==> src/rtl/uart_tx_scheduler_if.sv <==
// Request/grant and transmitter-side signals between the requesters, the
// scheduler and the UART transmitter.
interface uart_tx_scheduler_if;
  logic       req0, req1;
  logic [7:0] data0, data1;
  logic       xmt_empty;
  logic       shift_ld, clk_enb;
  logic [7:0] data_out;
  logic       gnt0, gnt1;
  logic       done, done_id;
  logic       busy;
  logic [7:0] frame_cnt;

  modport slave (
    input  req0, req1, data0, data1, xmt_empty,
    output shift_ld, clk_enb, data_out, gnt0, gnt1, done, done_id, busy, frame_cnt
  );

  modport master (
    output req0, req1, data0, data1, xmt_empty,
    input  shift_ld, clk_enb, data_out, gnt0, gnt1, done, done_id, busy, frame_cnt
  );
endinterface

==> src/rtl/uart_tx_scheduler.sv <==
// Round-robin scheduler feeding one UART transmitter from two requesters;
// drives the transmitter's bit-rate enable, load/shift control and payload.
module uart_tx_scheduler (
  input  logic                  clock,
  input  logic                  reset,
  uart_tx_scheduler_if.slave    bus
);
  typedef enum logic [1:0] {IDLE, LOAD, SEND, GAP} state_t;

  state_t     r_state, w_next;
  logic [3:0] r_div;
  logic       r_last;
  logic [7:0] r_data, r_fcnt;
  logic       r_gnt0, r_gnt1, r_done, r_done_id;
  logic       w_clk_enb, w_winner, w_accept, w_finish;

  assign w_clk_enb = (r_div == 4'd7);
  // On a tie the requester that did not win last time goes first.
  assign w_winner  = (bus.req0 & bus.req1) ? ~r_last : bus.req1;

  always_comb begin
    w_next   = r_state;
    w_accept = 1'b0;
    w_finish = 1'b0;
    case (r_state)
      IDLE: if (bus.req0 | bus.req1) begin
        w_next   = LOAD;
        w_accept = 1'b1;
      end
      LOAD: if (w_clk_enb) w_next = SEND;
      SEND: if (w_clk_enb && bus.xmt_empty) w_next = GAP;
      GAP:  if (w_clk_enb) begin
        w_next   = IDLE;
        w_finish = 1'b1;
      end
      default: w_next = IDLE;
    endcase
  end

  always_ff @(posedge clock) begin
    if (reset) begin
      r_state   <= IDLE;
      r_div     <= 4'd0;
      r_last    <= 1'b1;
      r_data    <= 8'd0;
      r_fcnt    <= 8'd0;
      r_gnt0    <= 1'b0;
      r_gnt1    <= 1'b0;
      r_done    <= 1'b0;
      r_done_id <= 1'b0;
    end else begin
      r_state <= w_next;
      r_div   <= r_div + 4'd1;
      r_gnt0  <= w_accept & ~w_winner;
      r_gnt1  <= w_accept & w_winner;
      r_done  <= w_finish;
      if (w_accept) begin
        r_last <= w_winner;
        r_data <= w_winner ? bus.data1 : bus.data0;
      end
      // r_last still names the owner of the frame being completed.
      if (w_finish) begin
        r_done_id <= r_last;
        r_fcnt    <= r_fcnt + 8'd1;
      end
    end
  end

  assign bus.shift_ld  = (r_state != LOAD);
  assign bus.clk_enb   = w_clk_enb;
  assign bus.data_out  = r_data;
  assign bus.gnt0      = r_gnt0;
  assign bus.gnt1      = r_gnt1;
  assign bus.done      = r_done;
  assign bus.done_id   = r_done_id;
  assign bus.busy      = (r_state != IDLE);
  assign bus.frame_cnt = r_fcnt;
endmodule
==> src/flat_wrapper.sv <==
// flat-port wrapper written by rule: the top's interface ports become plain ports
module uart_tx_scheduler_flat 
  (clock, reset, bus_req0, bus_req1, bus_data0, bus_data1, bus_xmt_empty, bus_shift_ld, bus_clk_enb, bus_data_out, bus_gnt0, bus_gnt1, bus_done, bus_done_id, bus_busy, bus_frame_cnt);
  uart_tx_scheduler_if bus_i ();
  input  logic clock;
  input  logic reset;
  input wire logic [$bits(bus_i.req0)-1:0] bus_req0;
  input wire logic [$bits(bus_i.req1)-1:0] bus_req1;
  input wire logic [$bits(bus_i.data0)-1:0] bus_data0;
  input wire logic [$bits(bus_i.data1)-1:0] bus_data1;
  input wire logic [$bits(bus_i.xmt_empty)-1:0] bus_xmt_empty;
  output wire logic [$bits(bus_i.shift_ld)-1:0] bus_shift_ld;
  output wire logic [$bits(bus_i.clk_enb)-1:0] bus_clk_enb;
  output wire logic [$bits(bus_i.data_out)-1:0] bus_data_out;
  output wire logic [$bits(bus_i.gnt0)-1:0] bus_gnt0;
  output wire logic [$bits(bus_i.gnt1)-1:0] bus_gnt1;
  output wire logic [$bits(bus_i.done)-1:0] bus_done;
  output wire logic [$bits(bus_i.done_id)-1:0] bus_done_id;
  output wire logic [$bits(bus_i.busy)-1:0] bus_busy;
  output wire logic [$bits(bus_i.frame_cnt)-1:0] bus_frame_cnt;
  assign bus_i.req0 = bus_req0;
  assign bus_i.req1 = bus_req1;
  assign bus_i.data0 = bus_data0;
  assign bus_i.data1 = bus_data1;
  assign bus_i.xmt_empty = bus_xmt_empty;
  assign bus_shift_ld = bus_i.shift_ld;
  assign bus_clk_enb = bus_i.clk_enb;
  assign bus_data_out = bus_i.data_out;
  assign bus_gnt0 = bus_i.gnt0;
  assign bus_gnt1 = bus_i.gnt1;
  assign bus_done = bus_i.done;
  assign bus_done_id = bus_i.done_id;
  assign bus_busy = bus_i.busy;
  assign bus_frame_cnt = bus_i.frame_cnt;
  uart_tx_scheduler u_core (.clock(clock), .reset(reset), .bus(bus_i));
endmodule
==> config.mk <==
export PLATFORM = sky130hd
export DESIGN_NAME = uart_tx_scheduler_flat
export DESIGN_NICKNAME = d
export VERILOG_FILES = /design/src/rtl/uart_tx_scheduler_if.sv /design/src/rtl/uart_tx_scheduler.sv /design/src/flat_wrapper.sv
export SDC_FILE = /design/constraint.sdc
export NUM_CORES = 1
export LEC_CHECK = 0
export BUFFER_PORTS_ARGS = -buffer_cell sky130_fd_sc_hd__buf_2
export CAP_MARGIN = 20
export CORE_UTILIZATION = 43
export DETAILED_ROUTE_END_ITERATION = 16
export PLACE_DENSITY = 0.8
export RECOVER_POWER = 50
export SLEW_MARGIN = 20
export SYNTH_ARGS = -nofsm -noshare
export SYNTH_HDL_FRONTEND = slang
export SYNTH_SLANG_ARGS = --single-unit
==> constraint.sdc <==
create_clock -name clock -period 1.5 [get_ports clock]
set_input_delay 0.225 -clock clock [delete_from_list [all_inputs] [get_ports clock]]
set_output_delay 0.225 -clock clock [all_outputs]
set_load 0.01 [all_outputs]
==> impl_metrics.ini, run 1 <==
[die]
coreArea_um2 = 2730
num_io_pins = 44
die_width_um = 55.5
initial_core_util_pct = 45.0
die_h_um = 55.5
design.die.area_um2 = 3080
rows = 19

[worst_setup_path]
crit_path_end_kind = flip-flop
startpoint = u_core.r_state[1]
criticalPathCategory = reg2reg
start_kind = flip-flop
cpPeakStageDelay_ns = 0.38
worstPathCellList = inv_2, ha_2, or2_4, a221o_1, a211oi_2
arrival_ns = 1.76
critPathSlowestCell = dfxtp_2
worst-endpoint-required_ns = 1.75
r2r_start = u_core.r_state[1]
cp_max_fo = 3

[grt]
grt_pass1_wl_um = 4850
grt_max_degree = 20
first_global_vias = 1171
overflow = 0
grt_util_all_layers_pct = 19.8
antenna_found_initial = 0

[clock_tree]
htree_levels = 1
clk_path_buf_depth = 2
cts.sinks = 27
ctsHoldBuffers = 0
clkLatencyLatePin_ns = 0.32
cts_tree = built
path_clk_slew_ns = 0.14
cts_root_buf = clkbuf_4
numCtsBuffers = 3

[yosys]
avgSynthCellArea_um2 = 9.39
synth-edff-count = 0
ys_top_cells_by_count = 27 x dfxtp_1, 9 x nand2_1, 9 x nor2_1, 8 x nand4_1
synth.area.top_cells = dfxtp_1 44%, ha_1 7.1%, nor3b_1 4.3%
synth_seq_cells = 27
synth.most_common_cell = dfxtp_1
netlist_area_um2 = 1230
ys_warn_count = 0
synth_ff_type = dfxtp_1
synthCells = 131
synth_top_area_cell = dfxtp_1
synth_cell_types = 35
synth_nets = 159
synth_top_cell_area_share_pct = 43.9
async_flop_share_pct = 0
yosysSeqAreaShare_pct = 43.9

[sta]
skew_ns = 0.00707
tightest_slew_ns = 0.418
finalMaxSlewViolations = 0
finalCriticalPeriod_ns = 1.51
fin_crit_sh_pct = 101
fin_tns_setup_ns = -0.0136
rsz0062_at_grt = true
max_freq_ghz = 0.661
slew_headroom_pct = 71.8
setup_violations = 1
final_hold_viol_count = 0
worst_slack_ns = -0.0136
fin_hold_ws_ns = 0.120

[outcome]
status = complete, but fails checks
violations = negative setup slack

[placement]
portBuffers = 43
dp_slack_ns = -0.111
place_area_um2 = 1540
gp_congestion = 0.734
dp_hpwl_um = 2110

[final_layout]
n_antenna_cell = 0
multiInputGateArea_um2 = 704
fillers = 223
drive_above_1_share_pct = 43.2
seq_area_um2 = 546
synthToLayoutAreaGrowth_pct = 35.7
final_area_um2 = 1670
nNetsFinal = 214

[job]
cap_violations = 0

[drt]
drcViolationCount = 0
vias = 1194
vias_per_cell = 5.53
drtIter0Drc = 31
wl_um = 2930
dr.pass1.iters = 4
ant_nets = 0
wl_per_cell_um = 13.5

[min_path]
hp-start = bus_data0[3]
hp-class = in2reg

[pwr]
vdd_drop_max_mv = 0.908
power_mw = 2.07
leakagePower_nw = 0.789
powerDensity_nw_per_um2 = 1240
==> through the flow <==
step / std cells / utilization [%]
finish: 216 / 61.1
floorplan: 131 / -
global placement: 210 / 56.2
detailed placement: 210 / 56.2
global route: 216 / 61.1
CTS: 215 / 59.6
==> metal layers <==
metal / GRT usage (%) / share of wire, %
met1: 22.6 / 42
met2: 35.3 / 50
met3: 2.58 / 5.6
met4: 11.1 / 2.1
met5: 0 / 0
==> worst paths after layout <==
check	slack [ns]	to	cells after the start
max reg2reg	-0.01	u_core.r_state[0]	5
min reg2reg	0.50	u_core.bus.data_out[5]	2
max	-0.01	u_core.r_state[0]	5
min	0.12	u_core.bus.data_out[3]	2
==> worst max-delay path, delay by kind of cell, from the launching register on <==
family / cells / cell delay (ns)
compound gates: 2 / 0.57
flops: 1 / 0.38
simple gates: 1 / 0.25
fa+ha+maj: 1 / 0.18
buf+inv: 1 / 0.06
==> timing repair <==
item                                    4_1_cts  5_1_grt
gates resized for setup                      16        7
endpoints found under the setup margin        6       10
pin swaps                                     3        2
buffers inserted                              1        1
==> cell families (layout without fill, tap and decap cells) <==
| group | Yosys count | after routing | synth area share [%] |
|---|---|---|---|
| simple gates | 52 | 52 | 24.5 |
| flops | 27 | 27 | 43.9 |
| compound gates | 24 | 24 | 13.6 |
| buf+inv | 14 | 68 | 5.29 |
| fa+ha+maj | 7 | 7 | 7.12 |
| mux | 4 | 4 | 3.36 |
| xor+xnor | 3 | 3 | 2.14 |
==> where the power goes <==
part           total, mW  switching (mW)  internal [mW]
sequential         0.883          0.0631          0.820
clock              0.308           0.204          0.104
combinational      0.879           0.435          0.444
==> final cells by class <==
type / count / share of cell area (%)
well taps: 31 / 2.32
multi-input cells: 90 / 42.2
clock buffers: 4 / 1.57
inverters: 7 / 1.57
flip-flops and latches: 27 / 32.7
repair buffers: 57 / 19.6
==> state kept, by name (all words and copies together) (netlist names) <==
name	cells
u_core.r_state	2
u_core.bus.done	1
u_core.bus.data_out	8
u_core.r_last	1
u_core.bus.frame_cnt	8
u_core.r_div	4
u_core.bus.gnt0	1
u_core.bus.done_id	1
u_core.bus.gnt1	1
==> cells in the final DEF, fill, tap and decap left out, drive strengths merged, types with 5 or more instances in the layout <==
cell type / Yosys / layout
inv: 7 / 7
nand2: 9 / 9
buf: 6 / 57
dfxtp: 27 / 27
nand4: 8 / 8
ha: 7 / 7
a21oi: 5 / 5
nor2: 9 / 9
nor3b: 7 / 7
a221o: 5 / 5
Power figures use the tool's default switching activity.
==> inputs of run 2 (changes only) <==
--- a/config.mk
+++ b/config.mk
@@ -5,6 +5,7 @@
 export SDC_FILE = /design/constraint.sdc
 export NUM_CORES = 1
 export LEC_CHECK = 0
+export ABC_AREA = 1
 export BUFFER_PORTS_ARGS = -buffer_cell sky130_fd_sc_hd__buf_2
 export CAP_MARGIN = 20
 export CORE_UTILIZATION = 43
==> impl_metrics.ini, run 2 <==
[pwr]
powerDensity_nw_per_um2 = 1250
power_mw = 1.91
leakagePower_nw = 0.714
vdd_drop_max_mv = 0.778

[drt]
vias_per_cell = 4.85
drtIter0Drc = 51
wl_um = 2660
wl_per_cell_um = 10.6
drcViolationCount = 0
vias = 1218
dr.pass1.iters = 4
ant_nets = 0

[worst_setup_path]
cpPeakStageDelay_ns = 0.37
rr_worst_depth = 8
worstPathCellList = inv_1, ha_2, inv_2, buf_2
cp_num_cells = 4
criticalPathCategory = reg2out
worst-endpoint-required_ns = 1.27
critical_path_buf_inv_count = 3
arrival_ns = 1.21
start_kind = flip-flop
cpLargestDelayFamily = flip-flops
crit_path_end_kind = primary output
critPathSlowestCell = dfxtp_2
cp_max_fo = 4

[yosys]
netlist_area_um2 = 1240
synth_seq_cells = 27
synth-edff-count = 0
synth_cell_types = 19
synthCells = 173
synth_top_cell_area_share_pct = 43.6
avgSynthCellArea_um2 = 7.17
synth.most_common_cell = nand2_1
synth_ff_type = dfxtp_1
yosysSeqAreaShare_pct = 43.6
ys_top_cells_by_count = 53 x nand2_1, 27 x dfxtp_1, 23 x nor2_1, 22 x nand3_1, 16 x inv_1
async_flop_share_pct = 0
synth_nets = 201
synth_top_area_cell = dfxtp_1
synth.area.top_cells = dfxtp_1 44%, nand2_1 16%, nand3_1 8.9%
ys_warn_count = 0

[final_layout]
synthToLayoutAreaGrowth_pct = 23.1
seq_area_um2 = 546
drive_above_1_share_pct = 20.0
mostFrequentLayoutCell = nand2_1
fillers = 274
multiInputGateArea_um2 = 636
nNetsFinal = 249
n_antenna_cell = 0
final_cell_mix = 52 x nand2_1, 23 x buf_2, 23 x dfxtp_1, 22 x nand3_1, 22 x nor2_1

[clock_tree]
cts.sinks = 27
numCtsBuffers = 3
cts_root_buf = clkbuf_4
clk_path_buf_depth = 2
cts_tree = built
path_clk_slew_ns = 0.15
ctsHoldBuffers = 0
clkLatencyLatePin_ns = 0.33
htree_levels = 1

[sta]
max_freq_ghz = 0.696
rsz0062_at_grt = false
fin_tns_setup_ns = 0
worst_slack_ns = 0.0641
slew_headroom_pct = 70.4
tightest_slew_ns = 0.443
finalMaxSlewViolations = 0
setup_violations = 0
fin_crit_sh_pct = 95.7
finalCriticalPeriod_ns = 1.44
final_hold_viol_count = 0
skew_ns = 0.00728

[grt]
grt_use_met2_pct = 30.6
grt_max_degree = 17
antenna_found_initial = 0
first_global_vias = 1045
use_met1_pct = 20.9
overflow = 0
grt_pass1_wl_um = 4320
grt_util_met3_pct = 3.02
grt_util_all_layers_pct = 17.3
busiest_layer = met2

[die]
rows = 19
initial_core_util_pct = 45.4
design.die.area_um2 = 3100
num_io_pins = 44
die_h_um = 55.7
die_width_um = 55.7
coreArea_um2 = 2730

[placement]
portBuffers = 43
dp_slack_ns = 0.162
dp_hpwl_um = 1950
gp_congestion = 0.754

[outcome]
status = complete, no violations

[job]
cap_violations = 0

[min_path]
hold_depth = 3
hp-class = in2reg
[run 2: changes by cell type after synthesis, moves of 4 or more]
cell and delta:
nand3_1 +18, nor2_1 +14, a31oi_1 -4, inv_1 +9, a21oi_1 +6, nand4_1 -7
nor3b_1 -7, nand2_1 +44, a221o_1 -5
[run 2: metrics by stage]
stage               util (%)  std cells  cell area (um^2)  hold slack [ns]
finish                  55.8        251              1530           0.0839
global placement        54.3        245              1490            0.430
floorplan                  -        173              1240            0.294
CTS                     55.7        249              1520           0.0747
detailed placement      54.3        245              1490            0.428
global route            55.8        251              1530           0.0647
[run 2: tightest hold or removal path: stages]
cell and delay, ns:
buf_2 0.07, nand2_1 0.04, nand3_1 0.05
[run 2: power breakdown]
part,leakage (nW),internal (mW),switching [mW]
Combinational,0.478,0.256,0.424
Clock,0.0139,0.102,0.223
Sequential,0.222,0.828,0.0729
Total,0.714,1.19,0.720
[run 2: timing repair]
action | in CTS | in global routing
endpoints found under the setup margin | 2 | 2
pin swaps | 0 | 2
hold endpoints to repair | 0 | 0
gates resized for setup | 5 | 5
setup buffers | 0 | 2
[run 2: cells by family after synthesis]
| kind of cell | count (synthesis) | synth area share [%] |
|---|---|---|
| compound gates | 13 | 6.16 |
| xor+xnor | 2 | 1.41 |
| fa+ha+maj | 7 | 7.06 |
| buf+inv | 21 | 6.76 |
| flops | 27 | 43.6 |
| simple gates | 103 | 35.0 |
[run 2: final timing paths]
| path | from | endpoint | slack, ns |
|---|---|---|---|
| worst max-delay path | u_core.r_state[0] | bus_busy | 0.06 |
| worst min register to register | u_core.bus.data_out[7] | u_core.bus.data_out[7] | 0.48 |
| worst max register to register | u_core.r_state[0] | u_core.bus.data_out[4] | 0.17 |
| worst min-delay path | bus_data0[3] | u_core.bus.data_out[3] | 0.08 |
[run 2: final cells by class]
class                   instances  area share (%)
well taps                      31            2.54
clock inverters                 1           0.492
flip-flops and latches         27            35.7
clock buffers                   3            1.48
inverters                      18            4.43
repair buffers                 46            13.7
multi-input cells             125            41.6
[run 2: layer usage]
layer  wire length (um)  part of all wire, %
met5                  0                    0
met4                 17                 0.64
met3                125                  4.7
met2               1270                   48
met1               1250                   47
==> inputs of run 3 (changes only) <==
--- a/config.mk
+++ b/config.mk
@@ -12,6 +12,7 @@
 export DETAILED_ROUTE_END_ITERATION = 16
 export PLACE_DENSITY = 0.8
 export RECOVER_POWER = 50
+export SETUP_SLACK_MARGIN = 0.5
 export SLEW_MARGIN = 20
 export SYNTH_ARGS = -nofsm -noshare
 export SYNTH_HDL_FRONTEND = slang
==> impl_metrics.ini, run 3 (synthesis gave the netlist of run 2 again) <==
[sta]
worst_slack_ns = 0.114
setup_violations = 0
fin_tns_setup_ns = 0
rsz0062_at_grt = true
finalMaxSlewViolations = 0
tightest_slew_ns = 0.514
slew_headroom_pct = 65.7
fin_crit_sh_pct = 92.4
final_hold_viol_count = 0
max_freq_ghz = 0.722
skew_ns = 0.00139
fin_hold_ws_ns = 0.0814
finalCriticalPeriod_ns = 1.39

[die]
num_io_pins = 44
die_h_um = 55.7
design.die.area_um2 = 3100
initial_core_util_pct = 45.4
rows = 19
die_width_um = 55.7
coreArea_um2 = 2730

[job]
cap_violations = 0

[worst_setup_path]
critPathSlowestCell = dfxtp_2
cp_num_cells = 4
critical_path_buf_inv_count = 1
cpPeakStageDelay_ns = 0.38
arrival_ns = 1.16
cpLargestDelayFamily = flip-flops
start_kind = flip-flop
worstPathCellList = ha_4, nand2_4, nor2_4, buf_6
worst-endpoint-required_ns = 1.27
rr_worst_depth = 8
crit_path_end_kind = primary output
criticalPathCategory = reg2out
cp_max_fo = 3

[grt]
first_global_vias = 1280
overflow = 0
grt_max_degree = 16
grt_pass1_wl_um = 5180
antenna_found_initial = 0
grt_util_all_layers_pct = 20.7

[placement]
gp_congestion = 0.718
portBuffers = 43
dp_slack_ns = 0.240
dp_hpwl_um = 1940

[clock_tree]
path_clk_slew_ns = 0.15
htree_levels = 1
cts_root_buf = clkbuf_4
clk_path_buf_depth = 2
cts.sinks = 27
numCtsBuffers = 3
cts_tree = built
clkLatencyLatePin_ns = 0.32
ctsHoldBuffers = 0

[final_layout]
fillers = 200
seq_area_um2 = 551
synthToLayoutAreaGrowth_pct = 70.1
mostFrequentLayoutCell = nand2_1
multiInputGateArea_um2 = 843
nNetsFinal = 271
drive_above_1_share_pct = 49.2
n_antenna_cell = 0
final_cell_mix = 38 x nand2_1, 30 x buf_6, 23 x dfxtp_1, 21 x nor2_1, 20 x buf_2

[drt]
wl_per_cell_um = 13.1
vias = 1408
wl_um = 3580
dr.pass1.iters = 7
drtIter0Drc = 28
ant_nets = 0
vias_per_cell = 5.16
drcViolationCount = 0

[outcome]
status = complete, no violations

[min_path]
hold_depth = 3
hp-class = in2reg

[pwr]
powerDensity_nw_per_um2 = 1320
vdd_drop_max_mv = 1.16
leakagePower_nw = 0.983
## run 3: worst reg2reg max path: cells and delay by family (launching register included)
kind,cells,cell delay [ns]
buf+inv,3,0.39
simple gates,3,0.24
compound gates,1,0.15
flops,1,0.38
fa+ha+maj,1,0.15
## run 3: path summary, 6_finish.rpt
path,startpoint,endpoint,slack (ns)
max reg2reg,u_core.r_div[0],u_core.bus.done_id,0.12
max,u_core.r_div[0],bus_clk_enb,0.11
min,bus_data0[3],u_core.bus.data_out[3],0.08
min reg2reg,u_core.bus.data_out[0],u_core.bus.data_out[0],0.50
## run 3: cell type report
class | instances | area share [%]
Sequential cell | 27 | 26.1
Inverter | 18 | 4.15
Clock buffer | 3 | 1.07
Multi-Input combinational cell | 125 | 40.0
Tap cell | 31 | 1.84
Timing Repair Buffer | 68 | 26.6
Clock inverter | 1 | 0.237
## run 3: report_power, final
part	total, mW	leakage (nW)	internal [mW]	switching, mW
sequential	0.966	0.222	0.838	0.128
combinational	1.49	0.743	0.761	0.730
clock	0.319	0.0177	0.100	0.219
## run 3: metal layers
layer  up-vias  track usage [%]  part of all wire [%]
li1        683                -                     -
met1       664             21.9                    38
met2        57             40.4                    57
met3         4             4.65                   4.4
met4         0             5.71                  0.39
met5         -                0                     0
## run 3: timing repair
action	CTS	global route
cloned	1	0
pin swaps	14	19
setup endpoints to repair	45	46
endpoints found under the hold margin	0	0
setup buffers	13	10
resized for setup	62	44
## run 3: through the flow
step / power [mW] / cells / utilization [%] / cell area (um^2)
floorplan: 1.44 / 173 / - / 1290
global placement: 1.65 / 245 / 56.1 / 1530
detailed placement: 1.68 / 245 / 56.1 / 1530
CTS: 2.35 / 263 / 69.1 / 1890
global route: 2.94 / 273 / 77.2 / 2110
finish: 2.78 / 273 / 77.2 / 2110
